$ cat config.mk
export PLATFORM = sky130hd
export DESIGN_NAME = noc_port_arbiter
export DESIGN_NICKNAME = d
export VERILOG_FILES = /design/src/rtl/noc_arb_pkg.sv /design/src/rtl/rr_arbiter.sv /design/src/rtl/noc_port_arbiter.sv
export SDC_FILE = /design/constraint.sdc
export NUM_CORES = 1
export LEC_CHECK = 0
export ABC_CLOCK_PERIOD_IN_PS = 3900
export CORE_AREA = 2 2 132 134
export DETAILED_ROUTE_END_ITERATION = 12
export DIE_AREA = 0 0 134 136
export SKIP_LAST_GASP = 1
export SLEW_MARGIN = 20
export SYNTH_ARGS = -nofsm -noshare
export SYNTH_HDL_FRONTEND = slang
export SYNTH_SLANG_ARGS = --single-unit
$ cat constraint.sdc
create_clock -name clk -period 3.9 [get_ports clk]
set_clock_uncertainty 0.05 [all_clocks]
set_input_delay 0.78 -clock clk [delete_from_list [all_inputs] [get_ports clk]]
set_output_delay 0.78 -clock clk [all_outputs]
set_load 0.02 [all_outputs]
$ cat src/rtl/noc_arb_pkg.sv
// Shared types, port indices and the round-robin pick helper for the
// per-output-port wormhole arbiter of the 5-port XY mesh router.
package noc_arb_pkg;

    // Arbiter FSM: IDLE spends one arbitration bubble, LOCKED holds the packet.
    typedef enum logic [0:0] {
        IDLE   = 1'b0,
        LOCKED = 1'b1
    } arb_state_t;

    // Router input indices.
    localparam int unsigned LOCAL = 32'd0;
    localparam int unsigned NORTH = 32'd1;
    localparam int unsigned EAST  = 32'd2;
    localparam int unsigned SOUTH = 32'd3;
    localparam int unsigned WEST  = 32'd4;

    // Widest request vector rr_pick handles; callers pad narrower vectors.
    localparam int unsigned RR_MAX_PORTS = 32'd16;

    // One-hot pick of the first set bit at or after ptr, wrapping from
    // n_ports-1 back to 0. Returns all-zero when no bit is set.
    function automatic logic [RR_MAX_PORTS-1:0] rr_pick(
        input logic [RR_MAX_PORTS-1:0] req_vec,
        input int unsigned             ptr,
        input int unsigned             n_ports
    );
        logic [RR_MAX_PORTS-1:0] pick;
        logic                    found;
        int unsigned             idx;
        pick  = '0;
        found = 1'b0;
        for (int unsigned k = 0; k < RR_MAX_PORTS; k++) begin
            idx = ptr + k;
            if (idx >= n_ports) begin
                idx = idx - n_ports;
            end else begin
                idx = idx;
            end
            if ((k < n_ports) && !found && req_vec[idx[3:0]]) begin
                pick[idx[3:0]] = 1'b1;
                found          = 1'b1;
            end else begin
                found = found;
            end
        end
        return pick;
    endfunction

endpackage

$ cat src/rtl/rr_arbiter.sv
// Round-robin requester pick plus the rotating priority pointer.
// The pick is purely combinational; the pointer advances to the slot after
// the released grant when upd_en is pulsed. Supports up to RR_MAX_PORTS.
module rr_arbiter
    import noc_arb_pkg::*;
#(
    parameter int unsigned N_PORTS = 5,
    localparam int unsigned PTR_W  = (N_PORTS > 1) ? $clog2(N_PORTS) : 1
) (
    input  logic               clk,
    input  logic               rst,
    input  logic [N_PORTS-1:0] req,
    input  logic               upd_en,
    input  logic [N_PORTS-1:0] upd_grant,
    output logic [N_PORTS-1:0] pick,
    output logic [PTR_W-1:0]   rr_ptr
);

    logic [PTR_W-1:0]        rr_ptr_q;
    logic [PTR_W-1:0]        rr_ptr_d;
    logic [RR_MAX_PORTS-1:0] req_pad_s;
    logic [RR_MAX_PORTS-1:0] pick_full_s;
    logic                    pick_full_unused_s;

    // Pad the request vector and pick the next requester from the pointer.
    always_comb begin
        req_pad_s                = '0;
        req_pad_s[N_PORTS-1:0]   = req;
        pick_full_s              = rr_pick(req_pad_s, 32'(rr_ptr_q), N_PORTS);
        pick                     = pick_full_s[N_PORTS-1:0];
        pick_full_unused_s       = ^pick_full_s;
    end

    // Next pointer: slot after the released grant, wrapping at N_PORTS.
    always_comb begin
        rr_ptr_d = rr_ptr_q;
        if (upd_en) begin
            for (int unsigned i = 0; i < N_PORTS; i++) begin
                if (upd_grant[i]) begin
                    rr_ptr_d = (i == N_PORTS - 1) ? '0 : PTR_W'(i + 1);
                end else begin
                    rr_ptr_d = rr_ptr_d;
                end
            end
        end else begin
            rr_ptr_d = rr_ptr_q;
        end
    end

    // Pointer register.
    always_ff @(posedge clk) begin
        if (rst) begin
            rr_ptr_q <= '0;
        end else begin
            rr_ptr_q <= rr_ptr_d;
        end
    end

    assign rr_ptr = rr_ptr_q;

endmodule

$ cat src/rtl/noc_port_arbiter.sv
// Per-output-port wormhole arbiter and AXI-Stream mux. One input is
// granted round-robin, the grant is locked for the whole packet and
// released on the TLAST handshake. The data/ready path through a locked
// grant is combinational so flits see no added latency.
// Optional build macro NOC_ARB_PMU_EN adds per-input packet and stall
// counters readable through pmu_sel/pmu_pkts/pmu_stall.
module noc_port_arbiter
    import noc_arb_pkg::*;
#(
    parameter int unsigned N_PORTS    = 5,
    parameter int unsigned DATA_WIDTH = 40,
    parameter int unsigned PMU_CNT_W  = 32
) (
    input  logic                          clk,
    input  logic                          rst,
    input  logic [N_PORTS-1:0]            req,
    input  logic [N_PORTS-1:0]            s_tvalid,
    input  logic [N_PORTS*DATA_WIDTH-1:0] s_tdata,
    input  logic [N_PORTS-1:0]            s_tlast,
    output logic [N_PORTS-1:0]            s_tready,
    output logic                          m_tvalid,
    output logic [DATA_WIDTH-1:0]         m_tdata,
    output logic                          m_tlast,
    input  logic                          m_tready,
    output logic [N_PORTS-1:0]            grant,
    output logic                          busy,
    input  logic [$clog2(N_PORTS)-1:0]    pmu_sel,
    output logic [PMU_CNT_W-1:0]          pmu_pkts,
    output logic [PMU_CNT_W-1:0]          pmu_stall
);

    localparam int unsigned PTR_W = (N_PORTS > 1) ? $clog2(N_PORTS) : 1;

    arb_state_t         state_q;
    arb_state_t         state_d;
    logic [N_PORTS-1:0] grant_q;
    logic [N_PORTS-1:0] grant_d;
    logic [N_PORTS-1:0] cand_s;
    logic [N_PORTS-1:0] pick_s;
    logic               rr_upd_s;
    logic [PTR_W-1:0]   rr_ptr_unused_s;
    logic               locked_s;
    logic               beat_s;
    logic               last_beat_s;

    // Only inputs that both route here and present a flit may compete.
    assign cand_s = req & s_tvalid;

    rr_arbiter #(
        .N_PORTS (N_PORTS)
    ) u_rr (
        .clk       (clk),
        .rst       (rst),
        .req       (cand_s),
        .upd_en    (rr_upd_s),
        .upd_grant (grant_q),
        .pick      (pick_s),
        .rr_ptr    (rr_ptr_unused_s)
    );

    // Granted-port handshake decode; grant_q is non-zero only while LOCKED.
    always_comb begin
        locked_s    = (state_q == LOCKED);
        beat_s      = locked_s & (|(grant_q & s_tvalid)) & m_tready;
        last_beat_s = locked_s & (|(grant_q & s_tvalid & s_tlast)) & m_tready;
    end

    // Next-state logic: lock on a pick, release on the TLAST handshake.
    always_comb begin
        state_d  = state_q;
        grant_d  = grant_q;
        rr_upd_s = 1'b0;
        case (state_q)
            IDLE: begin
                if (|cand_s) begin
                    grant_d = pick_s;
                    state_d = LOCKED;
                end else begin
                    grant_d = '0;
                    state_d = IDLE;
                end
            end
            LOCKED: begin
                if (last_beat_s) begin
                    grant_d  = '0;
                    state_d  = IDLE;
                    rr_upd_s = 1'b1;
                end else begin
                    grant_d = grant_q;
                    state_d = LOCKED;
                end
            end
            default: begin
                grant_d = '0;
                state_d = IDLE;
            end
        endcase
    end

    // State and grant registers; reset drops any lock at once.
    always_ff @(posedge clk) begin
        if (rst) begin
            state_q <= IDLE;
            grant_q <= '0;
        end else begin
            state_q <= state_d;
            grant_q <= grant_d;
        end
    end

    // Output mux and ready steering from the locked grant (never from m_tready for valid).
    always_comb begin
        m_tdata  = '0;
        m_tvalid = locked_s & (|(grant_q & s_tvalid));
        m_tlast  = locked_s & (|(grant_q & s_tlast));
        s_tready = locked_s ? (grant_q & {N_PORTS{m_tready}}) : '0;
        for (int unsigned i = 0; i < N_PORTS; i++) begin
            if (grant_q[i]) begin
                m_tdata = s_tdata[i*DATA_WIDTH +: DATA_WIDTH];
            end else begin
                m_tdata = m_tdata;
            end
        end
    end

    assign grant = grant_q;
    assign busy  = locked_s;

`ifdef NOC_ARB_PMU_EN
    localparam logic [PMU_CNT_W-1:0] CNT_ONE = PMU_CNT_W'(1);

    logic [PMU_CNT_W-1:0] pkt_cnt_q   [N_PORTS];
    logic [PMU_CNT_W-1:0] pkt_cnt_d   [N_PORTS];
    logic [PMU_CNT_W-1:0] stall_cnt_q [N_PORTS];
    logic [PMU_CNT_W-1:0] stall_cnt_d [N_PORTS];
    logic [PMU_CNT_W-1:0] pmu_pkts_q;
    logic [PMU_CNT_W-1:0] pmu_pkts_d;
    logic [PMU_CNT_W-1:0] pmu_stall_q;
    logic [PMU_CNT_W-1:0] pmu_stall_d;
    logic [N_PORTS-1:0]   xfer_s;

    // Saturating per-input packet and stall counters plus the selected read.
    always_comb begin
        xfer_s = locked_s ? (grant_q & s_tvalid & {N_PORTS{m_tready}}) : '0;
        for (int unsigned i = 0; i < N_PORTS; i++) begin
            pkt_cnt_d[i]   = pkt_cnt_q[i];
            stall_cnt_d[i] = stall_cnt_q[i];
            if (xfer_s[i] && s_tlast[i] && !(&pkt_cnt_q[i])) begin
                pkt_cnt_d[i] = pkt_cnt_q[i] + CNT_ONE;
            end else begin
                pkt_cnt_d[i] = pkt_cnt_q[i];
            end
            if (cand_s[i] && !xfer_s[i] && !(&stall_cnt_q[i])) begin
                stall_cnt_d[i] = stall_cnt_q[i] + CNT_ONE;
            end else begin
                stall_cnt_d[i] = stall_cnt_q[i];
            end
        end
        if (32'(pmu_sel) < N_PORTS) begin
            pmu_pkts_d  = pkt_cnt_q[pmu_sel];
            pmu_stall_d = stall_cnt_q[pmu_sel];
        end else begin
            pmu_pkts_d  = '0;
            pmu_stall_d = '0;
        end
    end

    // Counter and read-back registers.
    always_ff @(posedge clk) begin
        if (rst) begin
            for (int unsigned i = 0; i < N_PORTS; i++) begin
                pkt_cnt_q[i]   <= '0;
                stall_cnt_q[i] <= '0;
            end
            pmu_pkts_q  <= '0;
            pmu_stall_q <= '0;
        end else begin
            for (int unsigned i = 0; i < N_PORTS; i++) begin
                pkt_cnt_q[i]   <= pkt_cnt_d[i];
                stall_cnt_q[i] <= stall_cnt_d[i];
            end
            pmu_pkts_q  <= pmu_pkts_d;
            pmu_stall_q <= pmu_stall_d;
        end
    end

    assign pmu_pkts  = pmu_pkts_q;
    assign pmu_stall = pmu_stall_q;
`else
    logic pmu_sel_unused_s;

    assign pmu_sel_unused_s = ^pmu_sel;
    assign pmu_pkts         = '0;
    assign pmu_stall        = '0;
`endif

endmodule

After elaboration in Yosys (flattened, before gate mapping)

Index checks and enable logic that the tools add are counted.

Register bits: 9
Latch bits: 0
Memory bits (writable): 0
Bits in read-only memories: 0
Bits of input ports: 221
Output and inout port bits: 117
Word-level logic and storage cells: 114
Memories: 0

Add/sub/neg operators: 9
$mul: 0
Div/mod/pow operators: 0
Order comparisons: 15
Equal/unequal tests: 1
Shift-type cells: 0
Mux-type cells: 53
Bitwise logic cells: 14
Reduce and logical (&&, ||, !) cells: 19

Operator list:

| cell                                                  | number |
|---|---|
| 2-to-1 mux 40 bit                                     | 5 |
| >= comparator 32 x 3 -> 1 bit (second input constant) | 4 |
| 2-to-1 mux 5 bit                                      | 8 |
| AND 5 bit                                             | 5 |
| < comparator 4 x 5 -> 1 bit (second input constant)   | 5 |
| binary-select mux 1 bit (select 4 bit)                | 5 |
| demux 1 bit (select 4 bit)                            | 5 |
| >= comparator 4 x 1 -> 1 bit (second input constant)  | 5 |
| 2-to-1 mux 4 bit                                      | 5 |
| bitwise OR 5 bit                                      | 4 |
| OR reduction 5 bit                                    | 4 |
| 2-to-1 mux 1 bit                                      | 18 |
| subtractor 4 x 3 -> 4 bit (second input constant)     | 4 |
| 2-to-1 mux 3 bit                                      | 5 |
| one-hot mux 5 bit (2 select lines)                    | 1 |
| logical AND 1 bit                                     | 9 |
| adder 3 x 2 -> 4 bit (second input constant)          | 2 |
| nonzero test 5 bit                                    | 1 |
| adder 3 x 1 -> 4 bit (second input constant)          | 1 |
| adder 3 x 3 -> 4 bit (second input constant)          | 1 |
| AND 1 bit                                             | 4 |
| logical NOT 1 bit                                     | 4 |
| subtractor 3 x 3 -> 4 bit (second input constant)     | 1 |
| >= comparator 3 bit (second input constant)           | 1 |
| other kinds (4)                                       | 4 |

Depth between registers and ports, before layout

Depth in word-level cells: 19
Gate-level depth with buffers: 14
Mapped depth without buffers: 11

Modules after synthesis

From an unflattened synthesis, not the netlist that was laid out.

Cell total of the unflattened synthesis: 533
Area total of the unflattened synthesis: 4011.3 um^2

Modules (own cells, without submodules):

| module           | instances | cells an instance | area each (um^2) | seq. area each (um^2) |
|---|---|---|---|---|
| noc_port_arbiter | 1         | 307               | 2376.0           | 120.1 |
| rr_arbiter       | 1         | 226               | 1635.3           | 60.1 |

Least setup slack after synthesis

Ideal clock, no wire load.

Path type: register -> register
From: register u_rr.rr_ptr_q[0] (netlist: u_rr.rr_ptr[0])
To: register grant_q[2] (netlist: grant[2])
Library setup time: 0.073 ns
Arrival time: 3.090 ns
Required time: 3.777 ns
Setup slack: 0.686 ns
Cell stages (with the launch flop): 14
Buffers on the path: 2
Clock period less this slack: 3.214 ns
Cell sequence: dfxtp_1 > buf_2 > inv_1 > clkbuf_1 > ha_1 > inv_1 > fa_1 > a21oi_2 > nand2_1 > o311ai_1 > o31ai_2 > nor4b_2 > nand2_4 > o211ai_2

Word-level cells in the longest chain between the ends: 19
Elaborated cells on any way between the ends: 77
Those cells by class: add/sub (9); order compare (15); mux (36); bitwise (4); reduce/logical (13)

Ends and longest elaborated chain:

| element                                                                | RTL line                | text |
|---|---|---|
| from (decl)                                                            | rr_arbiter.sv:19        | `logic [PTR_W-1:0] rr_ptr_q;` |
| from (signal assigned)                                                 | rr_arbiter.sv:55        | `rr_ptr_q <= rr_ptr_d;` |
| branches (longest 16 deep; another with >= comparator 32 x 3 -> 1 bit) | n/a                     |  |
| 2-to-1 mux 5 bit *                                                     | noc_arb_pkg.sv:40       | `if ((k < n_ports) && !found && req_vec[idx[3:0]]) begin` |
| 2-to-1 mux 5 bit *                                                     | noc_port_arbiter.sv:75  | `if (\|cand_s) begin` |
| one-hot mux 5 bit (2 select lines) *                                   | noc_port_arbiter.sv:73  | `case (state_q)` |
| to (signal assigned)                                                   | noc_port_arbiter.sv:107 | `grant_q <= grant_d;` |
| to (decl)                                                              | noc_port_arbiter.sv:36  | `logic [N_PORTS-1:0] grant_q;` |

Mark *: on every way between the ends. The select of a mux whose other input is x is not followed.
A chain may end at the register's enable or synchronous reset.

Worst setup path after layout

From: register grant_q[2] (netlist: grant[2])
To: output port m_tdata[22]

Word-level cells in the longest chain between the ends: 3

Ends and longest elaborated chain:

| element                         | RTL line                | text |
|---|---|---|
| 2-to-1 mux 40 bit (3 in series) | noc_port_arbiter.sv:118 | `if (grant_q[i]) begin` |
| to (decl)                       | noc_port_arbiter.sv:22  | `output logic [DATA_WIDTH-1:0] m_tdata,` |

Every way passes these cells.

==> metrics.log <==
[metrics] row cnt: 48
[metrics] worst hold path cell count: 2
[metrics] Leakage Power: 2.42 nW
[metrics] dominant combinational cell family by area after synthesis: compound AO/OA/AOI/OAI gates
[metrics] leftover overflow at the end of global routing: 0
[metrics] Max Buffers Root-to-Sink: 2
[metrics] CP Class: reg2out
[metrics] Finished Core Util: 0.378
[metrics] critical path endpoint category: primary output
[metrics] antenna violations before repair: 3
[metrics] compound-gate portion of the synthesized area: 0.477
[metrics] r2r endpoint: grant[1]$_SDFFE_PP0P_
[metrics] number of detailed-route iterations in the first pass: 8
[metrics] XOR/XNOR Fraction of Synth Area: 0.00518
[metrics] CP max stage cell: clkdlybuf4s50_1
[metrics] wire length of the first global-routing pass: 29500 um
[metrics] proportion of synthesized area in mux cells: 0.00889
[metrics] Max Fanout on Critical Path: 27
[metrics] crit path DAT: 2.62 ns
[metrics] initial core utilization: 0.200
[metrics] Core Area: 0.0169 sq mm
[metrics] setup repair after global routing missed its margin: false
[metrics] met2 layer usage reported by global route: 0.340
[metrics] number of global-route vias before repair: 4838
[metrics] startpoint type of the worst setup path: register
[metrics] Post-Syn Area per Cell: 6.85 sq um
[metrics] Least-Margin Pin Slew: 0.966 ns
[metrics] worst hold slack after final layout: 0.518 ns
[metrics] HPWL after detailed placement: 17100 um
[metrics] CTS tree: done
[metrics] power density cells: 141 mW/mm^2
[metrics] maximum ir drop on the vdd rail: 0.0977 mV
[metrics] Setup-failing EPs final: 0
[metrics] I/O pin count: 338
[metrics] number of gates resized after cts: 0
[metrics] area of the mapped netlist: 0.00338 sq mm
[metrics] count of final max-slew check failures: 0
[metrics] Post-CTS Setup Repair Bufs: 0
[metrics] area enclosed by the die boundary: 0.0182 sq mm
[metrics] hold_sp: u_rr.rr_ptr[0]$_SDFFE_PP0P_
[metrics] CTS Buf Count: 3
[metrics] maximum number of pins on one net before global-route repair: 41
[metrics] final hold viol count: 0
[metrics] Die X: 134 um
[metrics] wire per inst: 21.2 um
[metrics] final wirelength: 21000 um
[metrics] Top FF cell, synth: dfxtp_1
[metrics] worst hold path class: reg2reg
[metrics] FF-to-FF Start: u_rr.rr_ptr[1]$_SDFFE_PP0P_
[metrics] most repeated library cell on the critical path: buf_4
[metrics] IO Port Bufs: 270
[metrics] master cell of the clock root buffer: clkbuf_16
[metrics] clock tree sinks: 9
[metrics] Buffers & Inverters on Critical Path: 3
[metrics] number of DRC markers in iteration 0: 632
[metrics] fraction of layout instances using a drive strength above 1: 0.0797
[metrics] share of synthesized area occupied by flip-flops and latches: 0.0533
[metrics] tightest slew margin relative to the limit: 0.354
[metrics] H-tree level count: 1
[metrics] via count normalized by instance count: 5.23
[metrics] Endpoint, Worst Hold: u_rr.rr_ptr[0]$_SDFFE_PP0P_
[metrics] global-route total usage across every layer: 0.212
[metrics] Area growth, synth to finish: 88.5%
[metrics] depth of the most critical reg-to-reg path: 11
[metrics] number of cells produced by synthesis: 493
[metrics] fraction of the mapped netlist area in simple logic gates: 0.204
[metrics] CTS clock-pin slew for the worst setup and hold paths: 0.04 ns
[metrics] required time of the critical path: 3.07 ns
[metrics] share of async-settable or async-resettable flops after synthesis: 0
[metrics] share of the clock period used by the worst path: 0.884
[metrics] distinct cell type count after synthesis: 68
[metrics] count of antenna-violating nets left after detailed routing: 0
[metrics] Die Y: 136 um
[metrics] DRC viols: 0
[metrics] internal reg-to-reg setup slack: 0.76 ns
[metrics] maximum achievable frequency: 290 MHz
[metrics] crit-path max cell delay: 0.64 ns
[metrics] run status: finished clean
[metrics] final-stage net count: 999
[metrics] post-layout min period: 3.45 ns
[metrics] adder-cell share of the synthesized area: 0.0466
[metrics] register bit count reported by yosys: 9
[metrics] cell chain of the critical path: nor3b_2 -> buf_4 -> a222oi_1 -> buf_4 -> a21oi_1 -> clkdlybuf4s50_1
[metrics] GR peak layer: met2
[metrics] global-route track usage on met3: 0.0462
[metrics] Synth warnings: 0
[metrics] via count of the routed design: 5186
[metrics] hold buffer count at cts: 0
[metrics] global-route met1 utilization: 0.297
[metrics] number of enable-type register cells in the synthesized netlist: 0
[metrics] Placer Congestion: 0.951
[metrics] max-capacitance violation count: 0
[metrics] Total Neg Setup Slack: 0 ns
[metrics] gate family responsible for the most delay along the worst path: buffers and inverters
[metrics] clock insertion delay at the later pin of the skew report: 0.23 ns
## kinds of logic after synthesis
| kind of cell | after synthesis |
|---|---|
| XOR/XNOR | 2 |
| adder cells (fa/ha/maj) | 12 |
| AO/OA/AOI/OAI | 222 |
| AND/OR/NAND/NOR | 127 |
| multiplexers | 3 |
| flip-flops | 9 |
| buffers and inverters | 117 |
| other | 1 |
## cell usage in the layout, fill, tap and decap left out, drive strengths merged, types with 9 or more instances in the layout
| cell | count |
|---|---|
| clkdlybuf4s50 | 270 |
| conb | 64 |
| a21oi | 57 |
| o22ai | 43 |
| buf | 43 |
| a222oi | 42 |
| nor2 | 25 |
| nand2 | 21 |
| nand3 | 14 |
| o21ai | 13 |
| nor3 | 11 |
| a31oi | 11 |
| ha | 11 |
| and3 | 10 |
| inv | 9 |
| dfxtp | 9 |
## worst min-delay path: stages, from the launching register on
cell     delay (ns)
dfxtp_1        0.34
a21oi_1        0.14
nor2_1         0.04
## flip-flops by register name (all words and copies together), names as in the netlist
signal and flops:
u_rr.rr_ptr 3, busy 1, grant 5
## Yosys cell counts, types with 2 or more instances
master | n | area, sq um
or3_1 | 3 | 18.8
a311oi_1 | 2 | 17.5
a22oi_1 | 4 | 30.0
nand4_1 | 8 | 50.1
o31ai_1 | 3 | 22.5
nor3_1 | 11 | 55.1
o21a_1 | 2 | 15.0
a21o_1 | 4 | 30.0
buf_4 | 64 | 480
o2111a_1 | 2 | 22.5
a21boi_0 | 3 | 22.5
and4_1 | 2 | 17.5
o211ai_1 | 3 | 22.5
nand3_1 | 14 | 70.1
a21oi_1 | 56 | 280
nor2b_1 | 8 | 50.1
nand2b_1 | 6 | 37.5
clkbuf_1 | 33 | 124
buf_1 | 4 | 15.0
a31o_2 | 2 | 17.5
a222oi_1 | 42 | 420
nand2_1 | 20 | 75.1
mux2i_1 | 3 | 30.0
a2bb2oi_1 | 2 | 17.5
a31oi_1 | 11 | 68.8
and2_1 | 7 | 43.8
o22ai_1 | 43 | 269
nand3b_1 | 2 | 15.0
buf_2 | 7 | 35.0
o32ai_1 | 6 | 52.6
and4b_1 | 2 | 20.0
o21ai_0 | 13 | 65.1
ha_1 | 11 | 138
and3_1 | 10 | 62.6
dfxtp_1 | 9 | 180
nor2_1 | 25 | 93.8
a211oi_1 | 4 | 30.0
a32oi_1 | 2 | 17.5
inv_1 | 9 | 33.8
o211ai_2 | 3 | 37.5
## layer usage
layer,part of all wire,wire length (um)
met4,0.0091,190
met5,0.0013,27
met3,0.10,2160
met2,0.47,9760
met1,0.42,8820
## report_power, final
| group | switching [mW] | internal [mW] |
|---|---|---|
| Sequential | 0.00719 | 0.0952 |
| Clock | 0.0425 | 0.136 |
| Combinational | 0.286 | 0.332 |
| Total | 0.336 | 0.563 |
## final cells by class
class	count	area, sq um
inverters	9	33.8
fillers	1787	10500
multi-input cells	430	2770
diodes	1	2.50
well taps	225	282
repair buffers	313	3030
flip-flops and latches	9	181
clock buffers	4	78.8
## worst max path at each step
stage | start | end | slack (ns) | cells after the start
floorplan | u_rr.rr_ptr[0]$_SDFFE_PP0P_ | grant[2]$_SDFFE_PP0P_ | 0.69 | 13
global placement | s_tdata[68] | m_tdata[28] | 0.47 | 4
detailed placement | s_tdata[68] | m_tdata[28] | 0.48 | 4
CTS | grant[2]$_SDFFE_PP0P_ | m_tdata[22] | 0.42 | 6
global route | grant[2]$_SDFFE_PP0P_ | m_tdata[22] | 0.35 | 6
finish | grant[2]$_SDFFE_PP0P_ | m_tdata[22] | 0.45 | 6
## metrics by stage
step	area, sq um	total power, mW	instances	setup WS (ns)
2_1_floorplan	3620	0.375	556	0.686
3_3_place_gp	6290	0.717	986	0.469
3_5_place_dp	6290	0.713	986	0.483
4_1_cts	6370	0.897	990	0.423
5_1_grt	6370	0.942	991	0.351
6_report	6370	0.899	991	0.452
No activity file was read; power rests on OpenSTA's default activity.
